$ cat src/rtl/conv1_pool_pkg.sv
// conv1_pkg: shared definitions for the conv1 2x2 max-pool block.
//   FMAP_DIM / POOL_DIM : default input edge length and pooled edge length.
//   row_state_t         : which row of a 2-row pooling band is streaming.
//   max_u               : unsigned max; ties return the (equal) value.
package conv1_pkg;

  localparam int FMAP_DIM = 24;
  localparam int POOL_DIM = FMAP_DIM / 2;

  typedef enum logic {
    ROW_EVEN = 1'b0,
    ROW_ODD  = 1'b1
  } row_state_t;

  // Operands are zero-extended to 32 bits by the caller and truncated back,
  // so one helper serves every bW up to 32.
  function automatic logic [31:0] max_u(input logic [31:0] a, input logic [31:0] b);
    return (a >= b) ? a : b;
  endfunction

endpackage

$ cat src/rtl/conv1_pool_if.sv
// conv1_pool_if: streaming handshake bundle for conv1_pool.
//   s_valid/s_ready/s_data : raster-order input stream into the pool block.
//   m_valid/m_ready/m_data/m_last : pooled output stream out of the block.
// Modports:
//   master : the environment side (drives input stream, accepts output).
//   slave  : the pool block itself.
interface conv1_pool_if #(
  parameter int bW = 8
);
  logic          s_valid;
  logic          s_ready;
  logic [bW-1:0] s_data;
  logic          m_valid;
  logic          m_ready;
  logic [bW-1:0] m_data;
  logic          m_last;

  modport master (
    output s_valid, s_data, m_ready,
    input  s_ready, m_valid, m_data, m_last
  );

  modport slave (
    input  s_valid, s_data, m_ready,
    output s_ready, m_valid, m_data, m_last
  );
endinterface

$ cat src/rtl/conv1_pool_linebuf.sv
// conv1_pool_linebuf: one-row buffer of horizontal pair maxima.
//   clk   : clock
//   we    : write enable, waddr/wdata : write port
//   re    : read enable, raddr : read address, rdata : registered read data
// Memory is an inferred RAM with registered read and no reset; contents are
// always written on an even row before being read on the following odd row.
module conv1_pool_linebuf #(
  parameter int bW    = 8,
  parameter int DEPTH = 12,
  parameter int AW    = 4
) (
  input  logic          clk,
  input  logic          we,
  input  logic [AW-1:0] waddr,
  input  logic [bW-1:0] wdata,
  input  logic          re,
  input  logic [AW-1:0] raddr,
  output logic [bW-1:0] rdata
);
  logic [bW-1:0] mem [DEPTH];

  always_ff @(posedge clk) begin
    if (we) begin
      mem[waddr] <= wdata;
    end
    // rdata only moves on a read, so it holds across any input stall.
    if (re) begin
      rdata <= mem[raddr];
    end
  end
endmodule

$ cat src/rtl/conv1_pool.sv
// conv1_pool: streaming 2x2 max-pool over an FMAP x FMAP unsigned feature map.
//   clk, rst : clock, asynchronous active-high reset
//   bus      : conv1_pool_if.slave (s_valid/s_ready/s_data in, m_* out)
// Optional feature (macro CONV1_POOL_BIN_EN):
//   threshold : binarisation threshold
//   m_bit     : m_data >= threshold, registered with m_data
//   bin_map   : one bit per pooled output of the frame, raster order
//   bin_valid : one-cycle pulse after the frame's m_last output transfer
// Even columns latch h_reg; odd columns form the horizontal pair max. On even
// rows that max goes into the line buffer; on odd rows it is combined with the
// buffered value to produce one pooled output.
module conv1_pool
  import conv1_pkg::*;
#(
  parameter int bW   = 8,
  parameter int FMAP = FMAP_DIM
) (
  input  logic            clk,
  input  logic            rst,
  conv1_pool_if.slave     bus
`ifdef CONV1_POOL_BIN_EN
  ,
  input  logic [bW-1:0]                  threshold,
  output logic                           m_bit,
  output logic [(FMAP/2)*(FMAP/2)-1:0]   bin_map,
  output logic                           bin_valid
`endif
);
  localparam int PDIM = FMAP / 2;
  localparam int CW   = (FMAP > 2) ? $clog2(FMAP) : 1;
  localparam int AW   = (PDIM > 2) ? $clog2(PDIM) : 1;
  localparam logic [CW-1:0] LAST_IDX = CW'(FMAP - 1);

  row_state_t    state_reg;
  logic [CW-1:0] col_reg;
  logic [CW-1:0] row_reg;
  logic [bW-1:0] h_reg;
  logic [bW-1:0] m_data_reg;
  logic          m_valid_reg;
  logic          m_last_reg;

  logic          s_ready;
  logic          in_xfer;
  logic          out_xfer;
  logic          col_odd;
  logic          col_last;
  logic          row_last;
  logic          pool_load;
  logic          lb_we;
  logic          lb_re;
  logic [AW-1:0] lb_addr;
  logic [bW-1:0] lb_rdata;
  logic [bW-1:0] hmax;
  logic [bW-1:0] vmax;

  assign s_ready   = !m_valid_reg || bus.m_ready;
  assign in_xfer   = bus.s_valid && s_ready;
  assign out_xfer  = m_valid_reg && bus.m_ready;
  assign col_odd   = col_reg[0];
  assign col_last  = (col_reg == LAST_IDX);
  assign row_last  = (row_reg == LAST_IDX);
  assign lb_addr   = AW'(col_reg >> 1);

  assign hmax = bW'(max_u(32'(h_reg), 32'(bus.s_data)));
  assign vmax = bW'(max_u(32'(lb_rdata), 32'(hmax)));

  assign lb_we     = in_xfer && col_odd && (state_reg == ROW_EVEN);
  // Read is issued on the even column so the registered data is ready when
  // the matching odd column arrives (same col>>1 index).
  assign lb_re     = in_xfer && !col_odd && (state_reg == ROW_ODD);
  assign pool_load = in_xfer && col_odd && (state_reg == ROW_ODD);

  conv1_pool_linebuf #(
    .bW    (bW),
    .DEPTH (PDIM),
    .AW    (AW)
  ) u_linebuf (
    .clk   (clk),
    .we    (lb_we),
    .waddr (lb_addr),
    .wdata (hmax),
    .re    (lb_re),
    .raddr (lb_addr),
    .rdata (lb_rdata)
  );

  always_ff @(posedge clk or posedge rst) begin
    if (rst) begin
      state_reg   <= ROW_EVEN;
      col_reg     <= '0;
      row_reg     <= '0;
      h_reg       <= '0;
      m_data_reg  <= '0;
      m_valid_reg <= 1'b0;
      m_last_reg  <= 1'b0;
    end else begin
      if (out_xfer) begin
        m_valid_reg <= 1'b0;
      end
      if (in_xfer) begin
        if (col_last) begin
          col_reg <= '0;
          row_reg <= row_last ? '0 : row_reg + CW'(1);
        end else begin
          col_reg <= col_reg + CW'(1);
        end
        case (state_reg)
          ROW_EVEN: if (col_last) state_reg <= ROW_ODD;
          ROW_ODD:  if (col_last) state_reg <= ROW_EVEN;
          default:  state_reg <= ROW_EVEN;
        endcase
        if (!col_odd) begin
          h_reg <= bus.s_data;
        end
      end
      // A load can only happen when s_ready is high, i.e. the held output is
      // either absent or leaving this cycle; this overrides the clear above.
      if (pool_load) begin
        m_data_reg  <= vmax;
        m_valid_reg <= 1'b1;
        m_last_reg  <= row_last && col_last;
      end
    end
  end

  assign bus.s_ready = s_ready;
  assign bus.m_valid = m_valid_reg;
  assign bus.m_data  = m_data_reg;
  assign bus.m_last  = m_last_reg;

`ifdef CONV1_POOL_BIN_EN
  localparam int NOUT = PDIM * PDIM;
  localparam int KW   = (NOUT > 2) ? $clog2(NOUT) : 1;

  logic            m_bit_reg;
  logic            bin_valid_reg;
  logic [KW-1:0]   out_k_reg;
  logic [NOUT-1:0] bin_map_reg;

  always_ff @(posedge clk or posedge rst) begin
    if (rst) begin
      m_bit_reg     <= 1'b0;
      bin_valid_reg <= 1'b0;
      out_k_reg     <= '0;
    end else begin
      if (pool_load) begin
        m_bit_reg <= (vmax >= threshold);
      end
      bin_valid_reg <= out_xfer && m_last_reg;
      if (out_xfer) begin
        out_k_reg <= m_last_reg ? '0 : out_k_reg + KW'(1);
      end
    end
  end

  for (genvar gi = 0; gi < NOUT; gi++) begin : g_bin
    always_ff @(posedge clk or posedge rst) begin
      if (rst) begin
        bin_map_reg[gi] <= 1'b0;
      end else if (out_xfer && (out_k_reg == KW'(gi))) begin
        bin_map_reg[gi] <= m_bit_reg;
      end
    end
  end

  assign m_bit     = m_bit_reg;
  assign bin_map   = bin_map_reg;
  assign bin_valid = bin_valid_reg;
`endif

endmodule
$ cat src/flat_wrapper.sv
// flat-port wrapper written by rule: the top's interface ports become plain ports
module conv1_pool_flat import conv1_pkg::*;
#(
  parameter int bW   = 8,
  parameter int FMAP = FMAP_DIM
)
  (clk, rst, bus_s_valid, bus_s_data, bus_m_ready, bus_s_ready, bus_m_valid, bus_m_data, bus_m_last);
  conv1_pool_if #(.bW(bW)) bus_i ();
  input  logic clk;
  input  logic rst;
  input wire logic [$bits(bus_i.s_valid)-1:0] bus_s_valid;
  input wire logic [$bits(bus_i.s_data)-1:0] bus_s_data;
  input wire logic [$bits(bus_i.m_ready)-1:0] bus_m_ready;
  output wire logic [$bits(bus_i.s_ready)-1:0] bus_s_ready;
  output wire logic [$bits(bus_i.m_valid)-1:0] bus_m_valid;
  output wire logic [$bits(bus_i.m_data)-1:0] bus_m_data;
  output wire logic [$bits(bus_i.m_last)-1:0] bus_m_last;
  assign bus_i.s_valid = bus_s_valid;
  assign bus_i.s_data = bus_s_data;
  assign bus_i.m_ready = bus_m_ready;
  assign bus_s_ready = bus_i.s_ready;
  assign bus_m_valid = bus_i.m_valid;
  assign bus_m_data = bus_i.m_data;
  assign bus_m_last = bus_i.m_last;
  conv1_pool #(.bW(bW), .FMAP(FMAP)) u_core (.clk(clk), .rst(rst), .bus(bus_i));
endmodule
$ cat config.mk
export PLATFORM = sky130hd
export DESIGN_NAME = conv1_pool_flat
export DESIGN_NICKNAME = d
export VERILOG_FILES = /design/src/rtl/conv1_pool_pkg.sv /design/src/rtl/conv1_pool_if.sv /design/src/rtl/conv1_pool_linebuf.sv /design/src/rtl/conv1_pool.sv /design/src/flat_wrapper.sv
export SDC_FILE = /design/constraint.sdc
export NUM_CORES = 1
export LEC_CHECK = 0
export BUFFER_PORTS_ARGS = -buffer_cell sky130_fd_sc_hd__buf_2
export CAP_MARGIN = 5
export CELL_PAD_IN_SITES_DETAIL_PLACEMENT = 1
export CELL_PAD_IN_SITES_GLOBAL_PLACEMENT = 1
export CORE_ASPECT_RATIO = 0.8
export CORE_MARGIN = 3
export CORE_UTILIZATION = 35
export CTS_CLUSTER_SIZE = 28
export DETAILED_ROUTE_END_ITERATION = 7
export GPL_TIMING_DRIVEN = 0
export PLACE_DENSITY = 0.7
export RECOVER_POWER = 25
export SKIP_CTS_REPAIR_TIMING = 1
export SYNTH_ARGS = -nofsm -noshare
export SYNTH_HDL_FRONTEND = slang
export SYNTH_HIERARCHICAL = 1
export SYNTH_SLANG_ARGS = --single-unit
$ cat constraint.sdc
create_clock -name clk -period 3.2 [get_ports clk]
set_input_delay 0.8 -clock clk [delete_from_list [all_inputs] [get_ports clk]]
set_output_delay 0.8 -clock clk [all_outputs]
set_load 0.03 [all_outputs]
==> results of run 1 <==
## cell usage in the layout (no fill, tap or decap), types with 3 or more instances in the layout
master and instances:
mux4_2 14, mux2i_1 17, o21ai_0 5, dfrtp_1 29, nor3_2 3, o221ai_1 8, ha_4 3, clkinv_2 4
nand4_1 4, a221o_2 7, buf_2 16, and2_1 9, clkbuf_16 19, nand2_1 19, inv_1 16, clkbuf_1 19
mux2_2 13, edfxtp_1 104, mux2_4 8, a21oi_1 4, ha_1 15, nand2b_1 4, buf_4 15, a22oi_1 8
nor2_1 14
## final timing paths
path	slack, ps	end	from
min reg2reg	500	u_core/bus.m_last	u_core/bus.m_last
min in group clk	500	u_core/bus.m_last	u_core/bus.m_last
min	350	u_core/row_reg[4]	rst
max	-300	u_core/bus.m_data[1]	bus_s_data[0]
max in group asynchronous	1410	u_core/col_reg[2]	rst
max reg2reg	-250	u_core/bus.m_data[1]	u_core/h_reg[0]
## metal layers
layer,vias to the layer above,share of wire [%]
met2,67,48
met4,0,0.33
met1,1737,45
met3,4,6.5
met5,-,0
li1,1484,-
## power by group through the flow
stage / combinational, mW / clock, mW / sequential [mW]
after floorplan: 1.44 / 0 / 2.60
after global placement: 2.08 / 0 / 2.54
after detailed placement: 2.17 / 0 / 2.56
after CTS: 2.19 / 1.83 / 2.53
after global routing: 2.71 / 1.92 / 2.59
final: 2.48 / 1.79 / 2.55
## cell families (layout without fill, tap and decap cells)
kind of cell | count (synthesis) | count (layout) | share of synthesized area, %
adder cells (fa/ha/maj) | 18 | 18 | 3.955
AO/OA/AOI/OAI | 44 | 44 | 6.175
AND/OR/NAND/NOR | 69 | 69 | 6.240
flip-flops | 133 | 133 | 67.59
buffers and inverters | 29 | 99 | 2.571
XOR/XNOR | 3 | 3 | 0.4615
multiplexers | 51 | 54 | 13.01
## critical path, cell delays in order
cell      delay (ps)
buf_2            130
ha_4             200
nand2b_4         130
a2111o_1         410
a21oi_4          170
buf_12           160
mux2_4           360
ha_4             240
nand2b_4         130
a2111o_1         400
a21oi_4          200
nor2_4            90
a221o_2          360
## area by class of cell
type | instances | area (sq um) | share of cell area [%]
Sequential cell | 133 | 3849 | 55.69
Multi-Input combinational cell | 188 | 1868 | 27.03
Clock buffer | 28 | 529.3 | 7.659
Tap cell | 215 | 269.0 | 3.893
Timing Repair Buffer | 39 | 235.2 | 3.404
Buffer | 10 | 72.57 | 1.050
Inverter | 18 | 67.56 | 0.9777
Clock inverter | 4 | 20.02 | 0.2897
==> metrics.md, run 1 <==
| Metric | Value |
|---|---|
| Crit Path Max Fanout | `10` |
| Initial antenna violation count | `0` |
| Pleak | `2.554 nW` |
| CTS max path bufs | `2` |
| Synth cell types | `41` |
| Setup ws final | `-300.9 ps` |
| Die area | `17850 sq um` |
| Total Wirelength | `13510 microns` |
| Fmax achieved | `285.6 MHz` |
| Die Y-Extent | `120.1 microns` |
| CTS sink count | `133` |
| Row count | `41` |
| Fin Setup TNS | `-2309 ps` |
| Final Util | `43.59%` |
| Yosys top cell area share | `54.85%` |
| Most instantiated cells after synthesis | `104 x edfxtp_1, 29 x dfrtp_1, 19 x nand2_1` |
| # Max-Cap Violations | `0` |
| Total power | `6.820 mW` |
| Min-delay worst type | `in -> async` |
| Inst Count DP | `584` |
| CTS Root Cell | `clkbuf_16` |
| Clock Latency Late Sink | `400 ps` |
| Hpwl dp | `8307 microns` |
| M3 GR Usage | `3.586%` |
| Io pins | `23` |
| IO Port Bufs | `22` |
| Met2 usage | `22.96%` |
| NetSw | `2.289 mW` |
| DRC violations left | `0` |
| H-Tree Depth | `4` |
| Initial Util | `35.92%` |
| Finish-stage setup viols | `8` |
| TritonCTS buffer count | `17` |
| Drt first pass iters | `4` |
| Combinational cell fraction of total power | `36.4%` |
| Sw Ratio | `33.56%` |
| Hold_ws | `349.1 ps` |
| Global placement routability congestion | `0.7766` |
| FILL cells | `1592` |
| Most common flop cell mapped by yosys | `edfxtp_1` |
| Dominant cells by area after synthesis | `edfxtp_1 55%, dfrtp_1 13%, mux4_2 5.5%` |
| Failing checks | `negative setup slack` |
| Fin Clk Skew | `8.351 ps` |
| Grt met1 use | `20.88%` |
| Slew @ Worst Pin | `1214 ps` |
| Sequential power share | `37.4%` |
| Synthesized area | `5694 sq um` |
| Max Slew Vio Count | `0` |
| Die W | `148.6 microns` |
| Final ANT Viol Nets | `0` |
| RSZ-0062 raised after global routing | `yes` |
| Clk pin slew, worst setup/hold paths | `60 ps` |
| Sequential share of the synthesized area | `67.59%` |
| Layout cells sized above 1 | `28.33%` |
| WP data required | `3490 ps` |
| Post-synthesis instance total | `347` |
| Global-route wire length before repair | `19630 microns` |
| Antenna Cells | `0` |
| Post-DR vias/cell | `5.184` |
| DP Area | `6165 sq um` |
| Yosys reg bits | `133` |
| Layout Cells excl Fill | `635` |
| CP arrival | `3790 ps` |
| Power density over the cells | `986.9 nW/um^2` |
| Vias | `3292` |
| Max VDD drop | `471.4 uV` |
| EDFF count, synth | `104` |
| Setup WS pre-CTS | `-982.3 ps` |
| GR peak layer | `met2` |
| Post-route cell area | `6910 sq um` |
| Reg2reg path depth | `13` |
| Most frequent cell after synthesis | `edfxtp_1` |
| Rel. slew slack | `19.05%` |
| Yosys warnings | `6` |
| Critical Path Start Type | `primary input` |
| Area delta synth->final | `21.36%` |
| Kind of critical path | `in -> reg` |
| Ys async rst share | `21.80%` |
| Dominant cell type by area after synthesis | `edfxtp_1` |
| Final nets | `437` |
| Clock tree from TritonCTS | `built` |
| Largest net degree at the start of global routing | `30` |
| Crit end category | `flip-flop` |
| GRT Util Overall | `14.78%` |
| Status | `finished with violations` |
| Fin crit share | `109.4%` |
| Final hold violations | `0` |
| Int Pwr | `4.531 mW` |
| Syn avg cell area | `16.41 sq um` |
| Syn nets | `377` |
| Post-layout min period | `3501 ps` |
| DRT iter0 DRCs | `300` |
| Vias in the first global route | `3403` |
| DR WL/cell | `21.27 microns` |
| Clock Power Share | `26.2%` |
| Most flops, register | `u_core/u_linebuf/mem` |
| Max FFs per register | `96` |
| GRT overflow | `0` |
| Core ar. | `15850 sq um` |
Power figures use the tool's default switching activity.
==> run 2, diff against run 1 <==
BUFFER_PORTS_ARGS = not set   (was -buffer_cell sky130_fd_sc_hd__buf_2)
DONT_BUFFER_PORTS = 1   (was not set)
PLACE_DENSITY = 0.68   (was 0.7)
SYNTH_HIERARCHICAL = not set   (was 1)
==> metrics.md, run 2 <==
| Metric | Value |
|---|---|
| Global-route wire length before repair | `19440 microns (was 19630 microns)` |
| Initial antenna violation count | `0 (unchanged)` |
| Largest net degree at the start of global routing | `30 (unchanged)` |
| Status | `finished with violations (unchanged)` |
| CP arrival | `3920 ps (was 3790 ps)` |
| Post-synthesis instance total | `346 (was 347)` |
| WP data required | `3490 ps (about the same)` |
| Die Y-Extent | `120.0 microns (was 120.1 microns)` |
| Syn nets | `376 (was 377)` |
| Finish-stage setup viols | `8 (unchanged)` |
| Die area | `17820 sq um (was 17850 sq um)` |
| Fin crit share | `113.4% (was 109.4%)` |
| Layout cells sized above 1 | `33.09% (was 28.33%)` |
| Post-DR vias/cell | `5.316 (was 5.184)` |
| Post-layout min period | `3629 ps (was 3501 ps)` |
| Slew @ Worst Pin | `1171 ps (was 1214 ps)` |
| IO Port Bufs | `0 (was 22)` |
| Antenna Cells | `0 (unchanged)` |
| Reg2reg path depth | `15 (was 13)` |
| GRT overflow | `0 (unchanged)` |
| Crit end category | `flip-flop (unchanged)` |
| Ys async rst share | `21.80% (unchanged)` |
| Total Wirelength | `14760 microns (was 13510 microns)` |
| Kind of critical path | `reg -> reg (was in -> reg)` |
| Total power | `7.181 mW (was 6.820 mW)` |
| Setup WS pre-CTS | `-875.1 ps (was -982.3 ps)` |
| Most common cell after layout, fill and taps aside | `edfxtp_1 (unchanged)` |
| # Max-Cap Violations | `0 (unchanged)` |
| Clock tree from TritonCTS | `built (unchanged)` |
| Worst hold endpoint | `u_core.h_reg[0]` |
| Final ANT Viol Nets | `0 (unchanged)` |
| Hpwl dp | `8400 microns (was 8307 microns)` |
| H-Tree Depth | `4 (unchanged)` |
| Sequential share of the synthesized area | `67.69% (was 67.59%)` |
| Vias | `3360 (was 3292)` |
| Fin Clk Skew | `10.37 ps (was 8.351 ps)` |
| Most flops, register | `u_core.u_linebuf.mem (was u_core/u_linebuf/mem)` |
| Dominant cell type by area after synthesis | `edfxtp_1 (unchanged)` |
| Clk pin slew, worst setup/hold paths | `60 ps (about the same)` |
| Max Slew Vio Count | `0 (unchanged)` |
| CTS max path bufs | `2 (unchanged)` |
| EDFF count, synth | `104 (unchanged)` |
| HP Start | `bus_s_data[0]` |
| Yosys warnings | `0 (was 6)` |
| RSZ-0062 raised after global routing | `yes (unchanged)` |
| Min-delay worst type | `in -> reg (was in -> async)` |
| Core ar. | `15850 sq um (unchanged)` |
| Synthesized area | `5685 sq um (was 5694 sq um)` |
| Rel. slew slack | `21.86% (was 19.05%)` |
| DR WL/cell | `23.35 microns (was 21.27 microns)` |
| Row count | `41 (unchanged)` |
| Vias in the first global route | `3297 (was 3403)` |
| Most frequent cell after synthesis | `edfxtp_1 (unchanged)` |
| Syn avg cell area | `16.43 sq um (was 16.41 sq um)` |
| Power density over the cells | `1029 nW/um^2 (was 986.9 nW/um^2)` |
| Setup ws final | `-429.4 ps (was -300.9 ps)` |
| DRC violations left | `0 (unchanged)` |
| DRT iter0 DRCs | `314 (was 300)` |
| Yosys top cell area share | `54.93% (was 54.85%)` |
| Final hold violations | `0 (unchanged)` |
| Yosys reg bits | `133 (unchanged)` |
| Hold depth | `2` |
| Register-to-Register Setup Slack | `-430 ps (was -250 ps)` |
| Synth cell types | `33 (was 41)` |
| Crit Path Max Fanout | `8 (was 10)` |
| Initial Util | `35.87% (was 35.92%)` |
| Most instantiated cells after synthesis | `104 x edfxtp_1, 29 x dfrtp_1, 27 x nand2_1, 24 x mux4_2, 19 x mux2_2 (was 104 x edfxtp_1, 29 x dfrtp_1, 19 x nand2_1)` |
| Max VDD drop | `518.9 uV (was 471.4 uV)` |
| Pleak | `2.561 nW (was 2.554 nW)` |
| Max FFs per register | `96 (unchanged)` |
| Final nets | `434 (was 437)` |
| CTS Root Cell | `clkbuf_16 (unchanged)` |
| Failing checks | `negative setup slack (unchanged)` |
| Io pins | `23 (unchanged)` |
| Most common flop cell mapped by yosys | `edfxtp_1 (unchanged)` |
| Global placement routability congestion | `0.7534 (was 0.7766)` |
| Critical Path Start Type | `flip-flop (was primary input)` |
| Clock Latency Late Sink | `420 ps (was 400 ps)` |
| GRT Util Overall | `15.12% (was 14.78%)` |
| Area delta synth->final | `22.80% (was 21.36%)` |
| Drt first pass iters | `4 (unchanged)` |
| Fmax achieved | `275.5 MHz (was 285.6 MHz)` |
| CTS sink count | `133 (unchanged)` |
| FF-to-FF End | `u_core.bus.m_data[5] (was u_core/bus.m_data[1])` |
| Most frequent cells in the layout | `104 x edfxtp_1, 29 x dfrtp_1, 28 x buf_4 (was 104 x edfxtp_1, 29 x dfrtp_1, 19 x clkbuf_16, 19 x clkbuf_1, 19 x nand2_1)` |
| Die W | `148.5 microns (was 148.6 microns)` |
| FF-to-FF Start | `u_core.h_reg[0] (was u_core/h_reg[0])` |
| Dominant cells by area after synthesis | `edfxtp_1 55%, dfrtp_1 13%, mux4_2 9.5% (was edfxtp_1 55%, dfrtp_1 13%, mux4_2 5.5%)` |
| TritonCTS buffer count | `17 (unchanged)` |
## run 2: changes by cell type after synthesis, moves of 2 or more
cell / before / now
o221ai_1: 8 / 0
mux4_1: 2 / 0
nand3_1: 2 / 5
buf_6: 2 / 0
nand3b_1: 2 / 0
o21ai_0: 7 / 14
mux2i_1: 17 / 9
clkbuf_1: 1 / 6
nand4_1: 4 / 2
a22oi_1: 8 / 0
mux4_2: 14 / 24
nand2_1: 19 / 27
## run 2: worst max-delay path, cell delays in order (launching register included)
cell	delay, ps
dfrtp_1	410
inv_2	100
ha_4	200
nand2b_4	130
a2111o_1	400
a21oi_4	230
buf_6	170
mux2_4	350
inv_1	80
ha_2	180
nor2_1	80
nor4_4	370
a21oi_4	120
nor2b_2	190
buf_6	150
a221o_2	350
## run 2: how the worst max path moves through the flow
stage / startpoint / to / slack [ps] / depth (start not counted)
CTS: u_core.h_reg[0] / u_core.bus.m_data[5] / -640 / 14
global route: u_core.h_reg[0] / u_core.bus.m_data[2] / -500 / 15
detailed placement: bus_s_data[0] / u_core.bus.m_data[5] / -880 / 13
global placement: bus_s_data[0] / u_core.bus.m_data[5] / -780 / 13
floorplan: bus_s_data[0] / u_core.bus.m_data[1] / -490 / 11
finish: u_core.h_reg[0] / u_core.bus.m_data[5] / -430 / 15
## run 2: stage by stage
step / util (%) / cell area [sq um] / std cells / setup TNS (ps) / hold slack, ps
final: 44.04 / 6982 / 632 / -3296 / 507.1
after global routing: 44.04 / 6982 / 632 / -3938 / 505.1
after CTS: 41.76 / 6619 / 594 / -4979 / 494.4
after detailed placement: 38.15 / 6047 / 562 / -6965 / 515.9
after global placement: 38.10 / 6040 / 561 / -6046 / 506.8
after floorplan: - / 5771 / 346 / -3909 / 477.9
## run 2: cell families after synthesis
group / after synthesis / synth area share [%]
adder cells (fa/ha/maj): 18 / 3.961
multiplexers: 52 / 14.85
AND/OR/NAND/NOR: 76 / 6.602
flip-flops: 133 / 67.69
buffers and inverters: 31 / 2.178
XOR/XNOR: 3 / 0.4622
AO/OA/AOI/OAI: 33 / 4.248
## run 2: cell type report
type,instances,area (sq um)
Buffer,13,60.06
Clock buffer,23,499.2
Clock inverter,9,72.57
Fill cell,1546,8870
Inverter,18,67.56
Multi-Input combinational cell,187,1898
Sequential cell,133,3849
Tap cell,215,269.0
Timing Repair Buffer,34,266.5
## run 2: per-layer routing
layer,up-vias,track usage [%],share of wire [%]
li1,1458,-,-
met1,1758,21.01,43
met2,136,22.45,46
met3,8,5.361,11
met4,0,4.501,0.49
met5,-,0,0
## run 2: where the power goes
| part | total (mW) | switching, mW | internal [mW] |
|---|---|---|---|
| clock | 1.89 | 0.724 | 1.17 |
| combinational | 2.67 | 1.47 | 1.20 |
| sequential | 2.62 | 0.280 | 2.34 |
==> run 3, diff against run 2 <==
SYNTH_HIERARCHICAL = 1   (was not set)
==> metrics.md, run 3 (synthesis results as in run 1) <==
| Metric | Value |
|---|---|
| Status | `finished with violations (unchanged)` |
| Failing checks | `negative setup slack (unchanged)` |
| Die Y-Extent | `120.1 microns (was 120.0 microns)` |
| Most common cell after layout, fill and taps aside | `edfxtp_1 (unchanged)` |
| Final hold violations | `0 (unchanged)` |
| Post-layout min period | `3466 ps (was 3629 ps)` |
| Area delta synth->final | `21.49% (was 22.80%)` |
| GRT overflow | `0 (unchanged)` |
| Initial Util | `35.92% (was 35.87%)` |
| Fin crit share | `108.3% (was 113.4%)` |
| H-Tree Depth | `4 (unchanged)` |
| Pleak | `2.550 nW (was 2.561 nW)` |
| CTS max path bufs | `2 (unchanged)` |
| Max FFs per register | `96 (unchanged)` |
| FILL cells | `1558 (was 1546)` |
| CTS Root Cell | `clkbuf_16 (unchanged)` |
| Vias in the first global route | `3225 (was 3297)` |
| Hold_ws | `209.8 ps (was 507.1 ps)` |
| Clock Latency Late Sink | `410 ps (was 420 ps)` |
| Crit end category | `flip-flop (unchanged)` |
| Die area | `17850 sq um (was 17820 sq um)` |
| Most frequent cells in the layout | `104 x edfxtp_1, 29 x dfrtp_1, 22 x buf_4 (was 104 x edfxtp_1, 29 x dfrtp_1, 28 x buf_4)` |
| Setup ws final | `-265.8 ps (was -429.4 ps)` |
| Slew @ Worst Pin | `1304 ps (was 1171 ps)` |
| Largest net degree at the start of global routing | `30 (unchanged)` |
| DRT iter0 DRCs | `221 (was 314)` |
| Max Slew Vio Count | `0 (unchanged)` |
| GRT Util Overall | `14.62% (was 15.12%)` |
| Power density over the cells | `1016 nW/um^2 (was 1029 nW/um^2)` |
| Post-DR vias/cell | `5.155 (was 5.316)` |
| Inst Count DP | `564 (was 562)` |
| CTS sink count | `133 (unchanged)` |
| Kind of critical path | `reg -> reg (unchanged)` |
| Layout cells sized above 1 | `29.14% (was 33.09%)` |
| Antenna Cells | `0 (unchanged)` |
| Min-delay worst type | `in -> async (was in -> reg)` |
| Most flops, register | `u_core/u_linebuf/mem (was u_core.u_linebuf.mem)` |
| Max VDD drop | `465.6 uV (was 518.9 uV)` |
| WP data required | `3490 ps (about the same)` |
| Clock tree from TritonCTS | `built (unchanged)` |
| Initial antenna violation count | `0 (unchanged)` |
| Rel. slew slack | `13.09% (was 21.86%)` |
| Fmax achieved | `288.5 MHz (was 275.5 MHz)` |
| Final ANT Viol Nets | `0 (unchanged)` |
| TritonCTS buffer count | `17 (unchanged)` |
| Finish-stage setup viols | `8 (unchanged)` |
| # Max-Cap Violations | `0 (unchanged)` |
| Fin Clk Skew | `10.83 ps (was 10.37 ps)` |
| Setup WS pre-CTS | `-818.5 ps (was -875.1 ps)` |
| CP arrival | `3760 ps (was 3920 ps)` |
| Drt first pass iters | `4 (unchanged)` |
| Die W | `148.6 microns (was 148.5 microns)` |
| RSZ-0062 raised after global routing | `yes (unchanged)` |
| Row count | `41 (unchanged)` |
| Core ar. | `15850 sq um (unchanged)` |
| Crit Path Max Fanout | `9 (was 8)` |
| Io pins | `23 (unchanged)` |
| IO Port Bufs | `0 (unchanged)` |
| Global placement routability congestion | `0.7583 (was 0.7534)` |
| Hpwl dp | `8228 microns (was 8400 microns)` |
| Layout Cells excl Fill | `620 (was 632)` |
| DRC violations left | `0 (unchanged)` |
| Clk pin slew, worst setup/hold paths | `60 ps (about the same)` |
| Critical Path Start Type | `flip-flop (unchanged)` |
| Global-route wire length before repair | `19150 microns (was 19440 microns)` |
| Total Wirelength | `13050 microns (was 14760 microns)` |
| Vias | `3196 (was 3360)` |
| DR WL/cell | `21.05 microns (was 23.35 microns)` |
| Total power | `7.025 mW (was 7.181 mW)` |
| Final nets | `422 (was 434)` |
run 3: power by group:
part / internal (mW) / switching (mW) / leakage [nW] / total (mW)
combinational: 1.10 / 1.29 / 0.953 / 2.39
sequential: 2.34 / 0.320 / 1.30 / 2.66
clock: 1.28 / 0.698 / 0.295 / 1.98
total: 4.72 / 2.30 / 2.55 / 7.03
run 3: per-stage QoR:
stage | TNS, ps | cell area (sq um) | util, %
after floorplan | -3892 | 5786 | -
after global placement | -14090 | 6055 | 38.20
after detailed placement | -13430 | 6070 | 38.29
after CTS | -4889 | 6673 | 42.09
after global routing | -4102 | 6918 | 43.64
final | -1970 | 6918 | 43.64
run 3: worst paths after layout:
| path | from | endpoint | slack [ps] | depth (start not counted) |
|---|---|---|---|---|
| setup reg to reg | u_core/h_reg[0] | u_core/bus.m_data[1] | -270 | 13 |
| hold reg to reg | u_core/row_reg[0] | u_core/row_reg[0] | 510 | 1 |
| min in group clk | u_core/row_reg[0] | u_core/row_reg[0] | 510 | 1 |
| setup / recovery | u_core/h_reg[0] | u_core/bus.m_data[1] | -270 | 13 |
| hold / removal | rst | u_core/h_reg[4] | 210 | 1 |
| max in group asynchronous | rst | u_core/bus.m_data[5] | 1490 | 2 |
run 3: routing by layer:
metal	global-route usage [%]	share of wire (%)	wire length [microns]
met1	20.23	48	6223
met5	0	0	0
met2	22.03	48	6207
met4	4.962	0.73	95
met3	4.455	4.0	524
run 3: final cells by class:
cell class	instances	area, sq um	share of cell area (%)
Clock inverter	9	125.1	1.809
Timing Repair Buffer	26	207.7	3.002
Buffer	10	72.57	1.049
Clock buffer	23	478.0	6.909
Multi-Input combinational cell	186	1849	26.73
Tap cell	215	269.0	3.889
Sequential cell	133	3849	55.63
Inverter	18	67.56	0.9767
run 3: critical path: stages (launching register included):
cell      delay, ps
dfrtp_1         400
inv_2            80
ha_4            190
nand2b_4        130
a2111o_1        410
a21oi_4         200
buf_6           160
mux2_4          360
inv_1            70
ha_1            220
a2111o_1        450
a21oi_4         200
nor2_4           90
a221o_2         380
